[config.mk]
export PLATFORM = sky130hd
export DESIGN_NAME = axi_lite_reg_slave
export DESIGN_NICKNAME = d
export VERILOG_FILES = /design/src/rtl/axi_lite_pkg.sv /design/src/rtl/axi_lite_regbank.sv /design/src/rtl/axi_lite_reg_slave.sv
export SDC_FILE = /design/constraint.sdc
export NUM_CORES = 1
export LEC_CHECK = 0
export CAP_MARGIN = 20
export CORE_ASPECT_RATIO = 0.5
export CORE_MARGIN = 2
export CORE_UTILIZATION = 60
export CTS_BUF_LIST = sky130_fd_sc_hd__clkbuf_16
export CTS_CLUSTER_DIAMETER = 50
export DETAILED_ROUTE_END_ITERATION = 6
export HOLD_SLACK_MARGIN = 0.03
export PLACE_DENSITY = 0.8
export SYNTH_ARGS = -nofsm -noshare
export SYNTH_HDL_FRONTEND = slang
export SYNTH_SLANG_ARGS = --single-unit
[constraint.sdc]
create_clock -name clk -period 5.1 [get_ports clk]
set_input_delay 0.51 -clock clk [delete_from_list [all_inputs] [get_ports clk]]
set_output_delay 0.51 -clock clk [all_outputs]
set_load 0.03 [all_outputs]
[src/rtl/axi_lite_pkg.sv]
`default_nettype none
// ============================================================================
//  Module      : axi_lite_pkg
//  Description : Shared AXI4-Lite widths, response encoding and address decode.
//  Revision    : 1.0 - initial release
// ============================================================================
package axi_lite_pkg;

    localparam int ADDR_W = 32;
    localparam int DATA_W = 32;
    localparam int STRB_W = 4;

    typedef enum logic [1:0] {
        OKAY   = 2'b00,
        EXOKAY = 2'b01,
        SLVERR = 2'b10,
        DECERR = 2'b11
    } resp_t;

    // Classify an address against a word-addressed window of num_regs registers.
    // An out-of-window address is DECERR even when it is also misaligned.
    function automatic resp_t decode_resp(
        input logic [ADDR_W-1:0] addr,
        input logic [ADDR_W-1:0] base,
        input logic [ADDR_W-1:0] num_regs
    );
        logic [ADDR_W-1:0] off;
        off = addr - base;
        if ((addr < base) || ((off >> 2) >= num_regs)) begin
            return DECERR;
        end
        if (addr[1:0] != 2'b00) begin
            return SLVERR;
        end
        return OKAY;
    endfunction

endpackage
`default_nettype wire

[src/rtl/axi_lite_regbank.sv]
`default_nettype none
// ============================================================================
//  Module      : axi_lite_regbank
//  Description : Register array with one byte-strobed write port and one
//                combinational read port; index 0 reads a fixed ID value.
//  Revision    : 1.0 - initial release
// ============================================================================
module axi_lite_regbank
    import axi_lite_pkg::*;
#(
    parameter int                NUM_REGS = 16,
    parameter int                IDX_W    = 4,
    parameter logic [DATA_W-1:0] ID_VALUE = 32'hA11C_0001
) (
    input  logic              clk,
    input  logic              rst,
    input  logic              i_we,
    input  logic [IDX_W-1:0]  i_widx,
    input  logic [DATA_W-1:0] i_wdata,
    input  logic [STRB_W-1:0] i_wstrb,
    input  logic [IDX_W-1:0]  i_ridx,
    output logic [DATA_W-1:0] o_rdata
);

    logic [DATA_W-1:0] r_regs [NUM_REGS];

    // Clear on reset; otherwise merge strobed bytes into the addressed register.
    always_ff @(posedge clk) begin
        if (rst) begin
            for (int i = 0; i < NUM_REGS; i++) begin
                r_regs[i] <= '0;
            end
        end else if (i_we && (i_widx != '0)) begin
            for (int b = 0; b < STRB_W; b++) begin
                if (i_wstrb[b]) begin
                    r_regs[i_widx][8*b +: 8] <= i_wdata[8*b +: 8];
                end
            end
        end
    end

    // Index 0 is the hardwired ID register; storage slot 0 is never written.
    always_comb begin
        if (i_ridx == '0) begin
            o_rdata = ID_VALUE;
        end else begin
            o_rdata = r_regs[i_ridx];
        end
    end

endmodule
`default_nettype wire

[src/rtl/axi_lite_reg_slave.sv]
`default_nettype none
// ============================================================================
//  Module      : axi_lite_reg_slave
//  Description : AXI4-Lite slave register bank. Independent AW/W capture, one
//                outstanding write and one outstanding read, OKAY/SLVERR/DECERR.
//  Revision    : 1.0 - initial release
// ============================================================================
module axi_lite_reg_slave
    import axi_lite_pkg::*;
#(
    parameter int                NUM_REGS  = 16,
    parameter logic [ADDR_W-1:0] BASE_ADDR = 32'h0000_0000,
    parameter logic [DATA_W-1:0] ID_VALUE  = 32'hA11C_0001
) (
    input  logic              clk,
    input  logic              rst,
    input  logic [ADDR_W-1:0] awaddr,
    input  logic              awvalid,
    output logic              awready,
    input  logic [DATA_W-1:0] wdata,
    input  logic [STRB_W-1:0] wstrb,
    input  logic              wvalid,
    output logic              wready,
    output logic [1:0]        bresp,
    output logic              bvalid,
    input  logic              bready,
    input  logic [ADDR_W-1:0] araddr,
    input  logic              arvalid,
    output logic              arready,
    output logic [DATA_W-1:0] rdata,
    output logic [1:0]        rresp,
    output logic              rvalid,
    input  logic              rready
);

    localparam int                IDX_W      = (NUM_REGS > 1) ? $clog2(NUM_REGS) : 1;
    localparam logic [ADDR_W-1:0] c_NUM_REGS = ADDR_W'(NUM_REGS);

    localparam logic [0:0] c_W_IDLE = 1'b0;
    localparam logic [0:0] c_W_RESP = 1'b1;
    localparam logic [0:0] c_R_IDLE = 1'b0;
    localparam logic [0:0] c_R_RESP = 1'b1;

    logic [0:0]        r_wstate;
    logic [0:0]        r_rstate;
    logic              r_aw_have;
    logic              r_w_have;
    logic [ADDR_W-1:0] r_awaddr;
    logic [DATA_W-1:0] r_wdata;
    logic [STRB_W-1:0] r_wstrb;

    logic [IDX_W-1:0]  w_aw_idx;
    logic [IDX_W-1:0]  w_ar_idx;
    resp_t             w_wr_resp;
    resp_t             w_rd_resp;
    logic              w_commit;
    logic              w_we;
    logic [DATA_W-1:0] w_rd_data;

    assign w_aw_idx = IDX_W'((r_awaddr - BASE_ADDR) >> 2);
    assign w_ar_idx = IDX_W'((araddr - BASE_ADDR) >> 2);
    assign w_rd_resp = decode_resp(araddr, BASE_ADDR, c_NUM_REGS);
    assign w_commit = (r_wstate == c_W_IDLE) && r_aw_have && r_w_have;
    assign w_we     = w_commit && (w_wr_resp == OKAY);

    // Write decode: the ID register is read-only, so a write to it is SLVERR.
    always_comb begin
        w_wr_resp = decode_resp(r_awaddr, BASE_ADDR, c_NUM_REGS);
        if ((w_wr_resp == OKAY) && (w_aw_idx == '0)) begin
            w_wr_resp = SLVERR;
        end
    end

    axi_lite_regbank #(
        .NUM_REGS (NUM_REGS),
        .IDX_W    (IDX_W),
        .ID_VALUE (ID_VALUE)
    ) u_regbank (
        .clk     (clk),
        .rst     (rst),
        .i_we    (w_we),
        .i_widx  (w_aw_idx),
        .i_wdata (r_wdata),
        .i_wstrb (r_wstrb),
        .i_ridx  (w_ar_idx),
        .o_rdata (w_rd_data)
    );

    // Write FSM: capture AW and W independently, commit once both are held,
    // then present the response until the master takes it.
    always_ff @(posedge clk) begin
        if (rst) begin
            r_wstate  <= c_W_IDLE;
            awready   <= 1'b0;
            wready    <= 1'b0;
            bvalid    <= 1'b0;
            bresp     <= OKAY;
            r_aw_have <= 1'b0;
            r_w_have  <= 1'b0;
            r_awaddr  <= '0;
            r_wdata   <= '0;
            r_wstrb   <= '0;
        end else begin
            case (r_wstate)
                c_W_IDLE: begin
                    if (w_commit) begin
                        bresp     <= w_wr_resp;
                        bvalid    <= 1'b1;
                        r_aw_have <= 1'b0;
                        r_w_have  <= 1'b0;
                        r_wstate  <= c_W_RESP;
                    end else begin
                        if (awvalid && awready) begin
                            r_awaddr  <= awaddr;
                            r_aw_have <= 1'b1;
                            awready   <= 1'b0;
                        end else if (!r_aw_have) begin
                            awready   <= 1'b1;
                        end
                        if (wvalid && wready) begin
                            r_wdata  <= wdata;
                            r_wstrb  <= wstrb;
                            r_w_have <= 1'b1;
                            wready   <= 1'b0;
                        end else if (!r_w_have) begin
                            wready   <= 1'b1;
                        end
                    end
                end
                default: begin
                    if (bvalid && bready) begin
                        bvalid   <= 1'b0;
                        awready  <= 1'b1;
                        wready   <= 1'b1;
                        r_wstate <= c_W_IDLE;
                    end
                end
            endcase
        end
    end

    // Read FSM: the AR handshake edge loads the response from pre-edge contents.
    always_ff @(posedge clk) begin
        if (rst) begin
            r_rstate <= c_R_IDLE;
            arready  <= 1'b0;
            rvalid   <= 1'b0;
            rresp    <= OKAY;
            rdata    <= '0;
        end else begin
            case (r_rstate)
                c_R_IDLE: begin
                    if (arvalid && arready) begin
                        rdata    <= (w_rd_resp == OKAY) ? w_rd_data : '0;
                        rresp    <= w_rd_resp;
                        rvalid   <= 1'b1;
                        arready  <= 1'b0;
                        r_rstate <= c_R_RESP;
                    end else begin
                        arready  <= 1'b1;
                    end
                end
                default: begin
                    if (rvalid && rready) begin
                        rvalid   <= 1'b0;
                        arready  <= 1'b1;
                        r_rstate <= c_R_IDLE;
                    end
                end
            endcase
        end
    end

endmodule
`default_nettype wire

==> impl_metrics.ini, run 1 <==
[synth]
synth.yosys.seq_area_share = 0.630
post_synthesis_instance_total = 2021
synth_edf_count = 509
yosysUniqueCellTypes = 44
async_flop_share = 0
post_synth_main_area_contributors = edfxtp_1 55%, mux4_2 9.8%, dfxtp_1 8.1%, nor3_2 7.2%, nor3_1 5.1%
synth-seq-cells = 622
synth_largest_area_cell = edfxtp_1
synth_largest_type_area_fraction = 0.549
yosys_warnings = 0
synth.avg_cell_area_um2 = 13.8
synth_top_flop_cell = edfxtp_1
syn-cell-area_um2 = 27900

[worst_hold_path]
hold_path.startpoint = rst
min_path_cells = 2
min_to = r_aw_have
worst_hold_path_type = in -> reg

[global_routing]
grt_max_degree = 83
grtUsageTotal = 0.302
grt_first_pass_wirelength_um = 108000
first_global_vias = 17500
antenna_violations_before_repair = 1
gr-total-overflow = 0

[place]
portBuffers = 147
hpwl_um = 45400
dpl_cell_area_um2 = 29800
detailedPlace.worstSlack_ns = 1.14
finalWeightedCongestion = 0.872

[sta]
rsz_0062_raised_after_global_routing = false
setup_tns_after_final_layout_ns = 0
maxClockFrequency_mhz = 250
timing_worst_slew_pin_value_ns = 1.13
worst_slew_margin_relative_to_its_limit = 0.239
finalHoldViolations = 0
fin_worst_skew_ns = 0.0269
fin_ws_ns = 1.10
timing.final.setup_violations = 0
final-max-slew-violation-count = 0
period_share = 0.784
fin_crit_ns = 4.00

[power_and_ir_drop]
vdd_drop_max_uv = 278
cellPowerDensity_nw_per_um2 = 331
cellLeakagePower_nw = 9.95
total_power_mw = 10.4

[setup_path]
critical_path_required_ns = 5.31
cp_data_arrival_time_ns = 4.20
end_kind = register
startpoint_type = register
regToRegStartpoint = r_awaddr[2]
r2r_setup_slack_ns = 1.10
crit_type = reg -> reg
worst_r2r_endpoint = u_regbank.r_regs[14][6]
worstPathMaxFanout = 52
r2r.worst_path.cells = 5

[clock_tree]
htree_levels = 2
cts_buffers = 53
cts_setup_buffers = 0
cts_root_buf = clkbuf_16
clock_latency_ns = 0.59
clock_tree_from_tritoncts = built
clock_tree.buffer_depth = 3
cts_resized = 0
cts.clk_slew.worst_paths_ns = 0.07
clock_sink_count = 622
post_cts_hold_buffer_count = 0

[finish]
final_cell_area_um2 = 31500
area.growth.synth_to_final_pct = 13.2
layout.cells.most_common = edfxtp_1
nNetsFinal = 2214
n_antenna_cell = 0
final_cell_mix = 509 x edfxtp_1, 282 x nor3_1, 215 x nand2_1, 200 x nor3_2, 144 x clkdlybuf4s50_1
layout-drive-gt1-share = 0.237

[routing]
vias_per_cell = 6.49
met2RoutedLength_um = 32000
drcViolationCount = 0
drt_pre_antenna_iters = 6
met1_length_um = 28400
wirelength_um = 71400
ant_nets = 0
post_dr_wirelength_cell_um = 25.7
maxUsedRoutingLayer = met4
via_count_of_the_routed_design = 18000
drt-initial-drc-count = 2427
routed-wl-met3_um = 9570

[floorplanning]
chipHeight_um = 156
initial_core_util = 0.613
std_cell_rows = 55
core_region_area_um2 = 45500
fp.dieArea_um2 = 48300
io_pins = 148
die_width_um = 309

[outcome]
status = finished, final reports clean

[run]
cap_viol_max_count = 0
[worst max-delay path by stage]
stage / start / endpoint / slack [ns] / cells after the start
after floorplan: r_awaddr[4] / u_regbank.r_regs[4][16] / 2.70 / 5
after global placement: r_awaddr[2] / u_regbank.r_regs[13][1] / 1.37 / 5
after detailed placement: r_awaddr[2] / u_regbank.r_regs[14][1] / 1.14 / 5
after CTS: r_awaddr[2] / u_regbank.r_regs[14][6] / 1.14 / 5
after global routing: r_awaddr[3] / u_regbank.r_regs[14][6] / 0.90 / 5
final: r_awaddr[2] / u_regbank.r_regs[14][6] / 1.10 / 5
[area by class of cell]
class                   count  area, µm²
clock buffers              56       1400
clock inverters            44        210
fillers                  3010      14000
inverters                   1       3.75
multi-input cells        1192       9400
flip-flops and latches    622      17500
well taps                 627        785
repair buffers            237       2190
[worst max-delay path, cell delays in order, from the launching register on]
cell      delay (ns)
dfxtp_1         0.62
nor2_1          0.24
a211oi_4        0.54
nand4_4         0.74
buf_4           0.57
o21ai_0         0.89
[metal layers]
metal | track usage | up-vias
met2 | 0.448 | 1144
met1 | 0.443 | 8890
met4 | 0.0685 | 0
li1 | - | 7890
met3 | 0.0911 | 119
met5 | 0 | -
[stage by stage]
step | utilization | cells | hold slack, ns
4_1_cts | 0.690 | 2758 | 0.417
5_1_grt | 0.693 | 2779 | 0.463
3_5_place_dp | 0.654 | 2658 | 0.448
3_3_place_gp | 0.653 | 2653 | 0.442
2_1_floorplan | - | 2049 | 0.436
6_report | 0.693 | 2779 | 0.444
[cells by family after synthesis]
group | count (synthesis) | share of synthesized area
buf+inv | 235 | 0.0387
simple gates | 780 | 0.172
other cells | 1 | 0.000135
mux | 136 | 0.104
flops | 622 | 0.630
compound gates | 247 | 0.0561
[Yosys cell counts (4+ instances only)]
master,number
a21oi_1,79
buf_6,20
nor2_1,15
mux2i_1,7
nand3_1,4
nor3_2,200
a22o_1,25
nor3_1,282
edfxtp_1,509
o221ai_1,8
nor2b_1,14
nand2b_1,7
mux4_2,121
clkbuf_1,144
nor4_1,13
dfxtp_1,113
o21ai_0,64
a22oi_1,50
mux2_2,8
a211oi_1,7
and2_1,7
nand2_1,216
nand4_4,4
buf_4,6
buf_2,19
o211a_1,4
buf_1,45
[sequential cells by signal, indices dropped and copies added, names as in the netlist]
| name | cells |
|---|---|
| u_regbank.r_regs | 509 |
| r_awaddr | 32 |
| r_wdata | 32 |
| rdata | 32 |
| r_wstrb | 4 |
| bresp | 2 |
| rresp | 2 |
| arready | 1 |
| awready | 1 |
| bvalid | 1 |
| r_aw_have | 1 |
| r_rstate | 1 |
| r_w_have | 1 |
| r_wstate | 1 |
| rvalid | 1 |
| wready | 1 |
[where the power goes]
part / internal (mW) / total (mW) / switching, mW
combinational: 0.327 / 0.842 / 0.515
sequential: 5.66 / 5.74 / 0.0816
clock: 2.03 / 3.85 / 1.82
Power figures use the tool's default switching activity.
==> inputs of run 2 (changes only) <==
CORE_UTILIZATION = 54   (was 60)
PLACE_DENSITY = 0.76   (was 0.8)
clock period = 3.62 ns   (was 5.1 ns; I/O delays follow)
==> run 2 against run 1 <==
  * Register-to-register slack lost 0.60 ns
  * Non-clock buffer count grew 26
  * Sequential share of layout area shrank 0.78 points
==> impl_metrics.ini, run 2 (synthesis results as in run 1) <==
[outcome]
status = finished, final reports clean

[global_routing]
grtUsageTotal = 0.271
grt_max_degree = 144
gr-total-overflow = 0
first_global_vias = 17700
grt_first_pass_wirelength_um = 109000
antenna_violations_before_repair = 2

[routing]
drcViolationCount = 0
wirelength_um = 72000
ant_nets = 0
via_count_of_the_routed_design = 18100
vias_per_cell = 6.31
post_dr_wirelength_cell_um = 25.1
drt-initial-drc-count = 2175
drt_pre_antenna_iters = 5

[sta]
worst_slew_margin_relative_to_its_limit = 0.318
timing_worst_slew_pin_value_ns = 1.02
fin_ws_ns = 0.500
fin_worst_skew_ns = 0.0151
finalHoldViolations = 0
timing.final.setup_violations = 0
setup_tns_after_final_layout_ns = 0
period_share = 0.862
maxClockFrequency_mhz = 321
final-max-slew-violation-count = 0
rsz_0062_raised_after_global_routing = false
fin_crit_ns = 3.12

[clock_tree]
cts_setup_buffers = 0
cts.clk_slew.worst_paths_ns = 0.07
cts_resized = 0
clock_tree_from_tritoncts = built
cts_buffers = 54
clock_tree.buffer_depth = 3
clock_latency_ns = 0.59
clock_sink_count = 622
htree_levels = 2
cts_root_buf = clkbuf_16
post_cts_hold_buffer_count = 0

[floorplanning]
std_cell_rows = 58
io_pins = 148
core_region_area_um2 = 50600
fp.dieArea_um2 = 53500
initial_core_util = 0.551
die_width_um = 325
chipHeight_um = 165

[finish]
final_core_utilization = 0.632
final_cell_mix = 509 x edfxtp_1, 282 x nor3_1, 215 x nand2_1, 200 x nor3_2, 144 x clkdlybuf4s50_1
final_cell_area_um2 = 32000
area.growth.synth_to_final_pct = 14.8
layout-drive-gt1-share = 0.250
largest_register_ff_count = 509
regMostFlops = u_regbank.r_regs
nNetsFinal = 2241
layout.cells.most_common = edfxtp_1

[setup_path]
crit_type = reg -> reg
critical_path.cell_chain = and3b_1 > and4_1 > nand4_4 > buf_12 > buf_4 > o21ai_0 > buf_4
slowest_delay_ns = 0.81
critical_path_required_ns = 3.96
path_delay_family = buffers and inverters
critical-path-slowest-cell = buf_4
cp_data_arrival_time_ns = 3.46
crit_top_cell = buf_4
cp_num_buf_inv = 3
worstPathMaxFanout = 77
end_kind = register
startpoint_type = register

[run]
cap_viol_max_count = 0

[place]
detailedPlace.worstSlack_ns = 0.570
finalWeightedCongestion = 0.854
dpl_cell_area_um2 = 30300
hpwl_um = 47200
portBuffers = 147

[power_and_ir_drop]
vdd_drop_max_uv = 357
cellLeakagePower_nw = 10.2
cellPowerDensity_nw_per_um2 = 467

[worst_hold_path]
worst_hold_path_type = in -> reg
run 2: through the flow:
stage / cells / hold slack (ns) / power (mW)
after floorplan: 2049 / 0.436 / 8.90
after global placement: 2764 / 0.442 / 9.41
after detailed placement: 2768 / 0.441 / 9.44
after CTS: 2870 / 0.171 / 14.9
after global routing: 2871 / 0.195 / 15.3
final: 2873 / 0.198 / 14.9
run 2: path summary, 6_finish.rpt:
path | from | to | slack [ns] | cells past startpoint
hold / removal | rst | r_awaddr[10] | 0.20 | 2
hold reg to reg | r_wdata[12] | r_wdata[12] | 0.46 | 2
setup reg to reg | r_wstate | u_regbank.r_regs[4][23] | 0.50 | 7
setup / recovery | r_wstate | u_regbank.r_regs[4][23] | 0.50 | 7
run 2: power by group:
| part | internal, mW | switching [mW] |
|---|---|---|
| Clock | 3.03 | 2.61 |
| Sequential | 7.97 | 0.108 |
| Combinational | 0.488 | 0.742 |
run 2: area by class of cell:
type / count / area [µm²]
sequential: 622 / 17500
multi-input combinational: 1192 / 9400
timing repair buffer: 263 / 2470
clock buffer: 58 / 1450
tap: 690 / 863
antenna: 3 / 7.51
clock inverter: 44 / 241
inverter: 1 / 3.75
fill: 3652 / 18600
run 2: worst register-to-register path: cells and delay by family, from the launching register on:
family / cells / cell delay (ns)
and+or+nand+nor: 3 / 0.73
buffers and inverters: 3 / 1.40
DFF: 1 / 0.42
AOI/OAI and AO/OA: 1 / 0.32
run 2: metal layers:
layer  global-route usage  share of wire  routed length [µm]  up-vias
met3               0.0669           0.12                8330       97
met4               0.0646          0.020                1470        2
met2                0.411           0.45               32400      979
met5              0.00725        0.00069                  50        -
met1                0.396           0.41               29800     9132
li1                     -              -                   -     7916
